--- src/rtl/multicycle_main_controller_pkg.sv ---
// Shared constants and types for the multicycle MIPS main controller:
// instruction field codes, datapath mux encodings, ALU codes and FSM states.
package multicycle_main_controller_pkg;

    localparam logic [5:0] OP_LW    = 6'b100011;
    localparam logic [5:0] OP_SW    = 6'b101011;
    localparam logic [5:0] OP_RTYPE = 6'b000000;
    localparam logic [5:0] OP_ADDI  = 6'b001000;
    localparam logic [5:0] OP_BEQ   = 6'b000100;
    localparam logic [5:0] OP_J     = 6'b000010;

    localparam logic [5:0] FN_ADD = 6'b100000;
    localparam logic [5:0] FN_SUB = 6'b100010;
    localparam logic [5:0] FN_SLT = 6'b101010;
    localparam logic [5:0] FN_MUL = 6'b011100;

    localparam logic [2:0] ALUC_ADD = 3'b010;
    localparam logic [2:0] ALUC_SUB = 3'b100;
    localparam logic [2:0] ALUC_SLT = 3'b110;
    localparam logic [2:0] ALUC_MUL = 3'b101;

    localparam logic [1:0] SRCB_B       = 2'b00;
    localparam logic [1:0] SRCB_FOUR    = 2'b01;
    localparam logic [1:0] SRCB_IMM     = 2'b10;
    localparam logic [1:0] SRCB_IMM_SH2 = 2'b11;

    localparam logic [1:0] PCSRC_ALU    = 2'b00;
    localparam logic [1:0] PCSRC_ALUOUT = 2'b01;
    localparam logic [1:0] PCSRC_JUMP   = 2'b10;

    typedef enum logic [1:0] {
        ALU_OP_ADD   = 2'd0,
        ALU_OP_SUB   = 2'd1,
        ALU_OP_FUNCT = 2'd2
    } alu_op_e;

    typedef enum logic [3:0] {
        ST_FETCH    = 4'd0,
        ST_DECODE   = 4'd1,
        ST_MEMADR   = 4'd2,
        ST_MEMREAD  = 4'd3,
        ST_MEMWB    = 4'd4,
        ST_MEMWRITE = 4'd5,
        ST_EXECUTE  = 4'd6,
        ST_ALUWB    = 4'd7,
        ST_ADDIEX   = 4'd8,
        ST_ADDIWB   = 4'd9,
        ST_BRANCH   = 4'd10,
        ST_JUMP     = 4'd11
    } state_e;

    typedef struct packed {
        logic       mem_req;
        logic       mem_write;
        logic       iord;
        logic       ir_write;
        logic       reg_write;
        logic       reg_dest;
        logic       mem_to_reg;
        logic       alu_src_a;
        logic [1:0] alu_src_b;
        logic [2:0] alu_control;
        logic [1:0] pc_src;
        logic       pc_en;
        logic       illegal_instr;
    } ctrl_t;

    localparam ctrl_t CTRL_IDLE = '{alu_control: ALUC_ADD, default: '0};

endpackage

--- src/rtl/multicycle_main_controller_if.sv ---
// Controller <-> datapath/memory bundle: instruction fields and status in,
// enables, mux selects, ALU operation and memory request out.
interface multicycle_main_controller_if #(
    parameter int Op_Code_Width     = 6,
    parameter int Funct_Width       = 6,
    parameter int ALU_Control_Width = 3
);
    logic [Op_Code_Width-1:0]     Op_Code;
    logic [Funct_Width-1:0]       Funct;
    logic                         Zero;
    logic                         Mem_Ready;
    logic                         Mem_Req;
    logic                         Mem_write;
    logic                         IorD;
    logic                         IR_write;
    logic                         Reg_write;
    logic                         Reg_Dest;
    logic                         Mem_to_Reg;
    logic                         ALU_Src_A;
    logic [1:0]                   ALU_Src_B;
    logic [ALU_Control_Width-1:0] ALU_Control;
    logic [1:0]                   PC_Src;
    logic                         PC_en;
    logic                         Illegal_Instr;

    modport master (
        input  Op_Code, Funct, Zero, Mem_Ready,
        output Mem_Req, Mem_write, IorD, IR_write, Reg_write, Reg_Dest,
               Mem_to_Reg, ALU_Src_A, ALU_Src_B, ALU_Control, PC_Src,
               PC_en, Illegal_Instr
    );

    modport slave (
        output Op_Code, Funct, Zero, Mem_Ready,
        input  Mem_Req, Mem_write, IorD, IR_write, Reg_write, Reg_Dest,
               Mem_to_Reg, ALU_Src_A, ALU_Src_B, ALU_Control, PC_Src,
               PC_en, Illegal_Instr
    );
endinterface

--- src/rtl/multicycle_main_controller_alu_decoder.sv ---
// Maps the ALU operation class (add / sub / funct) and the funct field to
// the ALU control code, flagging funct values the ALU does not implement.
module multicycle_main_controller_alu_decoder
    import multicycle_main_controller_pkg::*;
#(
    parameter int Funct_Width       = 6,
    parameter int ALU_Control_Width = 3
) (
    input  alu_op_e                      alu_op,
    input  logic [Funct_Width-1:0]       funct,
    output logic [ALU_Control_Width-1:0] alu_control,
    output logic                         funct_illegal
);

    always_comb begin
        alu_control   = ALU_Control_Width'(ALUC_ADD);
        funct_illegal = 1'b0;
        case (alu_op)
            ALU_OP_ADD: alu_control = ALU_Control_Width'(ALUC_ADD);
            ALU_OP_SUB: alu_control = ALU_Control_Width'(ALUC_SUB);
            ALU_OP_FUNCT: begin
                case (funct)
                    Funct_Width'(FN_ADD): alu_control = ALU_Control_Width'(ALUC_ADD);
                    Funct_Width'(FN_SUB): alu_control = ALU_Control_Width'(ALUC_SUB);
                    Funct_Width'(FN_SLT): alu_control = ALU_Control_Width'(ALUC_SLT);
                    Funct_Width'(FN_MUL): alu_control = ALU_Control_Width'(ALUC_MUL);
                    default:              funct_illegal = 1'b1;
                endcase
            end
            default: alu_control = ALU_Control_Width'(ALUC_ADD);
        endcase
    end

endmodule

--- src/rtl/multicycle_main_controller.sv ---
// Multicycle MIPS sequencer: Moore FSM stepping fetch/decode/execute/memory/
// writeback, with memory completion, IR/PC loads and branches qualified live.
module multicycle_main_controller
    import multicycle_main_controller_pkg::*;
#(
    parameter int Op_Code_Width     = 6,
    parameter int Funct_Width       = 6,
    parameter int ALU_Control_Width = 3
) (
    input logic                          CLK,
    input logic                          RST,
    multicycle_main_controller_if.master bus
);

    state_e                       state_q;
    state_e                       state_d;
    alu_op_e                      alu_op;
    logic [ALU_Control_Width-1:0] dec_alu_control;
    logic                         dec_funct_illegal;
    ctrl_t                        ctrl;
    ctrl_t                        ctrl_o;

    always_ff @(posedge CLK or negedge RST) begin
        if (!RST) begin
            state_q <= ST_FETCH;
        end else begin
            state_q <= state_d;
        end
    end

    always_comb begin
        alu_op = ALU_OP_ADD;
        case (state_q)
            ST_EXECUTE: alu_op = ALU_OP_FUNCT;
            ST_BRANCH:  alu_op = ALU_OP_SUB;
            default:    alu_op = ALU_OP_ADD;
        endcase
    end

    multicycle_main_controller_alu_decoder #(
        .Funct_Width       (Funct_Width),
        .ALU_Control_Width (ALU_Control_Width)
    ) u_alu_decoder (
        .alu_op        (alu_op),
        .funct         (bus.Funct),
        .alu_control   (dec_alu_control),
        .funct_illegal (dec_funct_illegal)
    );

    always_comb begin
        ctrl             = CTRL_IDLE;
        ctrl.alu_control = 3'(dec_alu_control);
        state_d          = state_q;
        case (state_q)
            ST_FETCH: begin
                ctrl.mem_req   = 1'b1;
                ctrl.alu_src_b = SRCB_FOUR;
                ctrl.pc_src    = PCSRC_ALU;
                ctrl.ir_write  = bus.Mem_Ready;
                ctrl.pc_en     = bus.Mem_Ready;
                if (bus.Mem_Ready) state_d = ST_DECODE;
            end
            ST_DECODE: begin
                // ALU computes PC+4 + (imm<<2) so the branch target is ready in ALUOut
                ctrl.alu_src_b = SRCB_IMM_SH2;
                case (bus.Op_Code)
                    Op_Code_Width'(OP_LW),
                    Op_Code_Width'(OP_SW):    state_d = ST_MEMADR;
                    Op_Code_Width'(OP_RTYPE): state_d = ST_EXECUTE;
                    Op_Code_Width'(OP_ADDI):  state_d = ST_ADDIEX;
                    Op_Code_Width'(OP_BEQ):   state_d = ST_BRANCH;
                    Op_Code_Width'(OP_J):     state_d = ST_JUMP;
                    default: begin
                        ctrl.illegal_instr = 1'b1;
                        state_d            = ST_FETCH;
                    end
                endcase
            end
            ST_MEMADR: begin
                ctrl.alu_src_a = 1'b1;
                ctrl.alu_src_b = SRCB_IMM;
                state_d = (bus.Op_Code == Op_Code_Width'(OP_SW)) ? ST_MEMWRITE : ST_MEMREAD;
            end
            ST_MEMREAD: begin
                ctrl.mem_req = 1'b1;
                ctrl.iord    = 1'b1;
                if (bus.Mem_Ready) state_d = ST_MEMWB;
            end
            ST_MEMWB: begin
                ctrl.reg_write  = 1'b1;
                ctrl.mem_to_reg = 1'b1;
                state_d         = ST_FETCH;
            end
            ST_MEMWRITE: begin
                ctrl.mem_req   = 1'b1;
                ctrl.mem_write = 1'b1;
                ctrl.iord      = 1'b1;
                if (bus.Mem_Ready) state_d = ST_FETCH;
            end
            ST_EXECUTE: begin
                ctrl.alu_src_a = 1'b1;
                ctrl.alu_src_b = SRCB_B;
                if (dec_funct_illegal) begin
                    ctrl.illegal_instr = 1'b1;
                    state_d            = ST_FETCH;
                end else begin
                    state_d = ST_ALUWB;
                end
            end
            ST_ALUWB: begin
                ctrl.reg_write = 1'b1;
                ctrl.reg_dest  = 1'b1;
                state_d        = ST_FETCH;
            end
            ST_ADDIEX: begin
                ctrl.alu_src_a = 1'b1;
                ctrl.alu_src_b = SRCB_IMM;
                state_d        = ST_ADDIWB;
            end
            ST_ADDIWB: begin
                ctrl.reg_write = 1'b1;
                state_d        = ST_FETCH;
            end
            ST_BRANCH: begin
                ctrl.alu_src_a = 1'b1;
                ctrl.alu_src_b = SRCB_B;
                ctrl.pc_src    = PCSRC_ALUOUT;
                ctrl.pc_en     = bus.Zero;
                state_d        = ST_FETCH;
            end
            ST_JUMP: begin
                ctrl.pc_src = PCSRC_JUMP;
                ctrl.pc_en  = 1'b1;
                state_d     = ST_FETCH;
            end
            default: state_d = ST_FETCH;
        endcase
    end

    // Gate with RST so an abandoned request drops without waiting for a clock edge
    always_comb begin
        ctrl_o = RST ? ctrl : CTRL_IDLE;
    end

    assign bus.Mem_Req       = ctrl_o.mem_req;
    assign bus.Mem_write     = ctrl_o.mem_write;
    assign bus.IorD          = ctrl_o.iord;
    assign bus.IR_write      = ctrl_o.ir_write;
    assign bus.Reg_write     = ctrl_o.reg_write;
    assign bus.Reg_Dest      = ctrl_o.reg_dest;
    assign bus.Mem_to_Reg    = ctrl_o.mem_to_reg;
    assign bus.ALU_Src_A     = ctrl_o.alu_src_a;
    assign bus.ALU_Src_B     = ctrl_o.alu_src_b;
    assign bus.ALU_Control   = ALU_Control_Width'(ctrl_o.alu_control);
    assign bus.PC_Src        = ctrl_o.pc_src;
    assign bus.PC_en         = ctrl_o.pc_en;
    assign bus.Illegal_Instr = ctrl_o.illegal_instr;

endmodule

--- src/flat_wrapper.sv ---
// flat-port wrapper written by rule: the top's interface ports become plain ports
module multicycle_main_controller_flat import multicycle_main_controller_pkg::*;
#(
    parameter int Op_Code_Width     = 6,
    parameter int Funct_Width       = 6,
    parameter int ALU_Control_Width = 3
)
  (CLK, RST, bus_Op_Code, bus_Funct, bus_Zero, bus_Mem_Ready, bus_Mem_Req, bus_Mem_write, bus_IorD, bus_IR_write, bus_Reg_write, bus_Reg_Dest, bus_Mem_to_Reg, bus_ALU_Src_A, bus_ALU_Src_B, bus_ALU_Control, bus_PC_Src, bus_PC_en, bus_Illegal_Instr);
  multicycle_main_controller_if #(.Op_Code_Width(Op_Code_Width), .Funct_Width(Funct_Width), .ALU_Control_Width(ALU_Control_Width)) bus_i ();
  input logic CLK;
  input logic RST;
  input wire logic [$bits(bus_i.Op_Code)-1:0] bus_Op_Code;
  input wire logic [$bits(bus_i.Funct)-1:0] bus_Funct;
  input wire logic [$bits(bus_i.Zero)-1:0] bus_Zero;
  input wire logic [$bits(bus_i.Mem_Ready)-1:0] bus_Mem_Ready;
  output wire logic [$bits(bus_i.Mem_Req)-1:0] bus_Mem_Req;
  output wire logic [$bits(bus_i.Mem_write)-1:0] bus_Mem_write;
  output wire logic [$bits(bus_i.IorD)-1:0] bus_IorD;
  output wire logic [$bits(bus_i.IR_write)-1:0] bus_IR_write;
  output wire logic [$bits(bus_i.Reg_write)-1:0] bus_Reg_write;
  output wire logic [$bits(bus_i.Reg_Dest)-1:0] bus_Reg_Dest;
  output wire logic [$bits(bus_i.Mem_to_Reg)-1:0] bus_Mem_to_Reg;
  output wire logic [$bits(bus_i.ALU_Src_A)-1:0] bus_ALU_Src_A;
  output wire logic [$bits(bus_i.ALU_Src_B)-1:0] bus_ALU_Src_B;
  output wire logic [$bits(bus_i.ALU_Control)-1:0] bus_ALU_Control;
  output wire logic [$bits(bus_i.PC_Src)-1:0] bus_PC_Src;
  output wire logic [$bits(bus_i.PC_en)-1:0] bus_PC_en;
  output wire logic [$bits(bus_i.Illegal_Instr)-1:0] bus_Illegal_Instr;
  assign bus_i.Op_Code = bus_Op_Code;
  assign bus_i.Funct = bus_Funct;
  assign bus_i.Zero = bus_Zero;
  assign bus_i.Mem_Ready = bus_Mem_Ready;
  assign bus_Mem_Req = bus_i.Mem_Req;
  assign bus_Mem_write = bus_i.Mem_write;
  assign bus_IorD = bus_i.IorD;
  assign bus_IR_write = bus_i.IR_write;
  assign bus_Reg_write = bus_i.Reg_write;
  assign bus_Reg_Dest = bus_i.Reg_Dest;
  assign bus_Mem_to_Reg = bus_i.Mem_to_Reg;
  assign bus_ALU_Src_A = bus_i.ALU_Src_A;
  assign bus_ALU_Src_B = bus_i.ALU_Src_B;
  assign bus_ALU_Control = bus_i.ALU_Control;
  assign bus_PC_Src = bus_i.PC_Src;
  assign bus_PC_en = bus_i.PC_en;
  assign bus_Illegal_Instr = bus_i.Illegal_Instr;
  multicycle_main_controller #(.Op_Code_Width(Op_Code_Width), .Funct_Width(Funct_Width), .ALU_Control_Width(ALU_Control_Width)) u_core (.CLK(CLK), .RST(RST), .bus(bus_i));
endmodule
--- config.mk ---
export PLATFORM = sky130hd
export DESIGN_NAME = multicycle_main_controller_flat
export DESIGN_NICKNAME = d
export VERILOG_FILES = /design/src/rtl/multicycle_main_controller_pkg.sv /design/src/rtl/multicycle_main_controller_if.sv /design/src/rtl/multicycle_main_controller_alu_decoder.sv /design/src/rtl/multicycle_main_controller.sv /design/src/flat_wrapper.sv
export SDC_FILE = /design/constraint.sdc
export NUM_CORES = 1
export LEC_CHECK = 0
export ABC_CLOCK_PERIOD_IN_PS = 1500
export CORE_MARGIN = 2
export CORE_UTILIZATION = 38
export CTS_BUF_LIST = sky130_fd_sc_hd__clkbuf_4 sky130_fd_sc_hd__clkbuf_8 sky130_fd_sc_hd__clkbuf_16
export DETAILED_ROUTE_END_ITERATION = 12
export PLACE_DENSITY = 0.88
export SYNTH_ARGS = -nofsm -noshare
export SYNTH_HDL_FRONTEND = slang
export SYNTH_SLANG_ARGS = --single-unit
--- constraint.sdc ---
create_clock -name CLK -period 1.5 [get_ports CLK]
set_input_delay 0.3 -clock CLK [delete_from_list [all_inputs] [get_ports CLK]]
set_output_delay 0.3 -clock CLK [all_outputs]
set_load 0.02 [all_outputs]
==> impl_metrics.json <==
{
  "die_x_um": 49.1,
  "grt.total_usage_pct": 30.1,
  "r2r_cells": 8,
  "vdd.ir_drop.worst_v": 0.000874,
  "reg_top3": "u_core.state_q: 4 flops",
  "synth-seq-cells": 4,
  "critPathBufInv": 2,
  "dp.cells": 198,
  "rows": 16,
  "io_buffers": 32,
  "clkSlewWorstSetupHoldPaths_ns": 0.06,
  "arrival_ns": 1.80,
  "use_met1_pct": 32.6,
  "crit_type": "reg2out",
  "syn_avg_cell_area_um2": 7.03,
  "max_freq_ghz": 0.476,
  "h-tree-depth": 1,
  "critPathTopFamily": "simple AND/OR/NAND/NOR gates",
  "cp.depth": 7,
  "ys_warn_count": 0,
  "synth.most_common_cell": "nand2_1",
  "end_kind": "primary output",
  "cts_made_buffers": 3,
  "routabilityCongestion": 0.834,
  "grt_use_met3_pct": 3.99,
  "worst_pin_slew_ns": 0.412,
  "postPlaceCellArea_um2": 1450,
  "synth_edf_count": 0,
  "viasPerCell": 6.25,
  "yosys.area.top_type": "dfrtp_1",
  "synthArstFlopShare_pct": 100,
  "fin_cells": 216,
  "cts_buffer_depth": 2,
  "drive_gt1_share_pct": 62.4,
  "largest_register": "u_core.state_q",
  "finalPower_uw": 2180,
  "status": "complete, but fails checks",
  "final_cell_area_um2": 1770,
  "first_pass_iters": 5,
  "grt-ovfl-total": 0,
  "vias": 1350,
  "busiest_layer": "met2",
  "p_leak_uw": 0.000817,
  "syn2layout_area_growth_pct": 128,
  "maxSlewHeadroom_pct": 72.3,
  "grt_pass1_vias": 1175,
  "violations": "setup timing",
  "seq_area_frac_synth_pct": 12.9,
  "cts_tree": "built",
  "min_period_ns": 2.10,
  "wl_per_cell_um": 22.2,
  "clockRootBuffer": "clkbuf_4",
  "insertion_delay_ns": 0.26,
  "wl_um": 4790,
  "antenna_found_initial": 0,
  "final_antenna_net_count": 0,
  "pin_count": 33,
  "hold_class": "in2async",
  "reg2reg_slack_ns": -0.26,
  "utilization_pct": 90.9,
  "timing.rr.end": "u_core.state_q[0]",
  "setup_ws_ns": -0.601,
  "worst_r2r_startpoint": "u_core.state_q[1]",
  "grt_use_met2_pct": 60.1,
  "dieArea_um2": 2410,
  "coreArea_um2": 1940,
  "dp_hpwl_um": 2160,
  "syn_nets": 129,
  "max_stage_delay_ns": 0.43,
  "grt_pass1_wl_um": 5650,
  "crit_chain": "nor2b_4 > and2_4 > inv_4 > ha_4 > and3b_1 > o21ai_4 > buf_6",
  "final_hold_viol_count": 0,
  "largest_reg_flops": 4,
  "syn_inst": 110,
  "yosys-top-cells-area": "dfrtp_1, nand2_1, a21oi_1",
  "yosys.cell_types.count": 41,
  "start_util_pct": 39.8,
  "max_cap_violations": 0,
  "drt-initial-drc-count": 82,
  "cp_slowest_cell": "dfrtp_1",
  "antennaDiodeCount": 0,
  "nFillCells": 74,
  "synth_commonest_cells": "nand2_1, nor2_1, a21oi_1, o21ai_0, nor2b_1",
  "rsz0062_at_grt": "true",
  "drv_slew": 0,
  "grt_start_max_net_pins": 13,
  "synth_flop_cell": "dfrtp_1",
  "required_ns": 1.20,
  "die_h_um": 49.1,
  "synth.cell_area_um2": 773,
  "setup_viol": 20,
  "cts_sinks": 4,
  "power_density_nw_per_um2": 1230,
  "skew_ns": 0.00259,
  "crit_start": "u_core.state_q[1]",
  "drt_drc_violations_left": 0,
  "crit_fanout": 6,
  "nets": 209,
  "startpoint_type": "flop",
  "yosys.area.top_type_share_pct": 12.9,
  "post-route-period-util_pct": 140
}
-- through the flow --
step	TNS (ns)	hold slack, ns	setup WS, ns
finish	-7.77	0.349	-0.601
global route	-8.48	0.369	-0.589
detailed placement	-12.32	0.706	-1.05
floorplan	-0.570	0.00441	-0.152
global placement	-11.67	0.694	-0.961
CTS	-4.99	0.313	-0.471
-- kinds of logic after synthesis --
family          synth area share (%)
mux                             1.29
flops                           12.9
buf+inv                         8.09
fa+ha+maj                       4.85
compound gates                  26.5
xor+xnor                        5.66
simple gates                    40.6
-- cells in the final DEF, fill, tap and decap left out, drive strengths merged, types with 4 or more instances in the layout --
cell type,n
buf,67
nand2,13
nor2,11
a21oi,9
dlygate4sd2,8
o21ai,7
nor2b,5
clkbuf,4
clkdlybuf4s50,4
o31ai,4
dfrtp,4
inv,4
-- worst max-delay path by stage --
stage                          to  slack [ns]
2_1_floorplan  bus_ALU_Control[2]       -0.15
5_1_grt        bus_ALU_Control[1]       -0.59
3_5_place_dp   bus_ALU_Control[2]       -1.05
4_1_cts        bus_ALU_Control[1]       -0.47
3_3_place_gp   bus_ALU_Control[1]       -0.96
6_report       bus_ALU_Control[1]       -0.60
-- where the power goes --
group	switching [uW]	internal, uW
clock network	85.8	121
registers	79.3	151
logic	896	844
total	1060	1120
-- tightest hold or removal path: cells and delay by family --
family	cells	cell delay (ns)
buffers and inverters	3	0.64
-- layer usage --
layer	up-vias	routed length, um
li1	564	-
met3	37	415
met1	617	1700
met2	132	2370
met5	-	0
met4	0	308
-- cell type report --
class / count / area, um^2 / area share (%)
multi-input cells: 94 / 867 / 49.1
repair buffers: 83 / 711 / 40.3
flip-flops and latches: 4 / 104 / 5.88
well taps: 27 / 33.8 / 1.91
clock buffers: 4 / 30.0 / 1.70
inverters: 4 / 20.0 / 1.13
-- repair_timing --
action,CTS,global route
pin swaps,14,16
setup endpoints to repair,20,21
cloned,0,0
buffers inserted,7,7
hold buffers,0,0
resized for setup,120,29
Power figures use the tool's default switching activity.
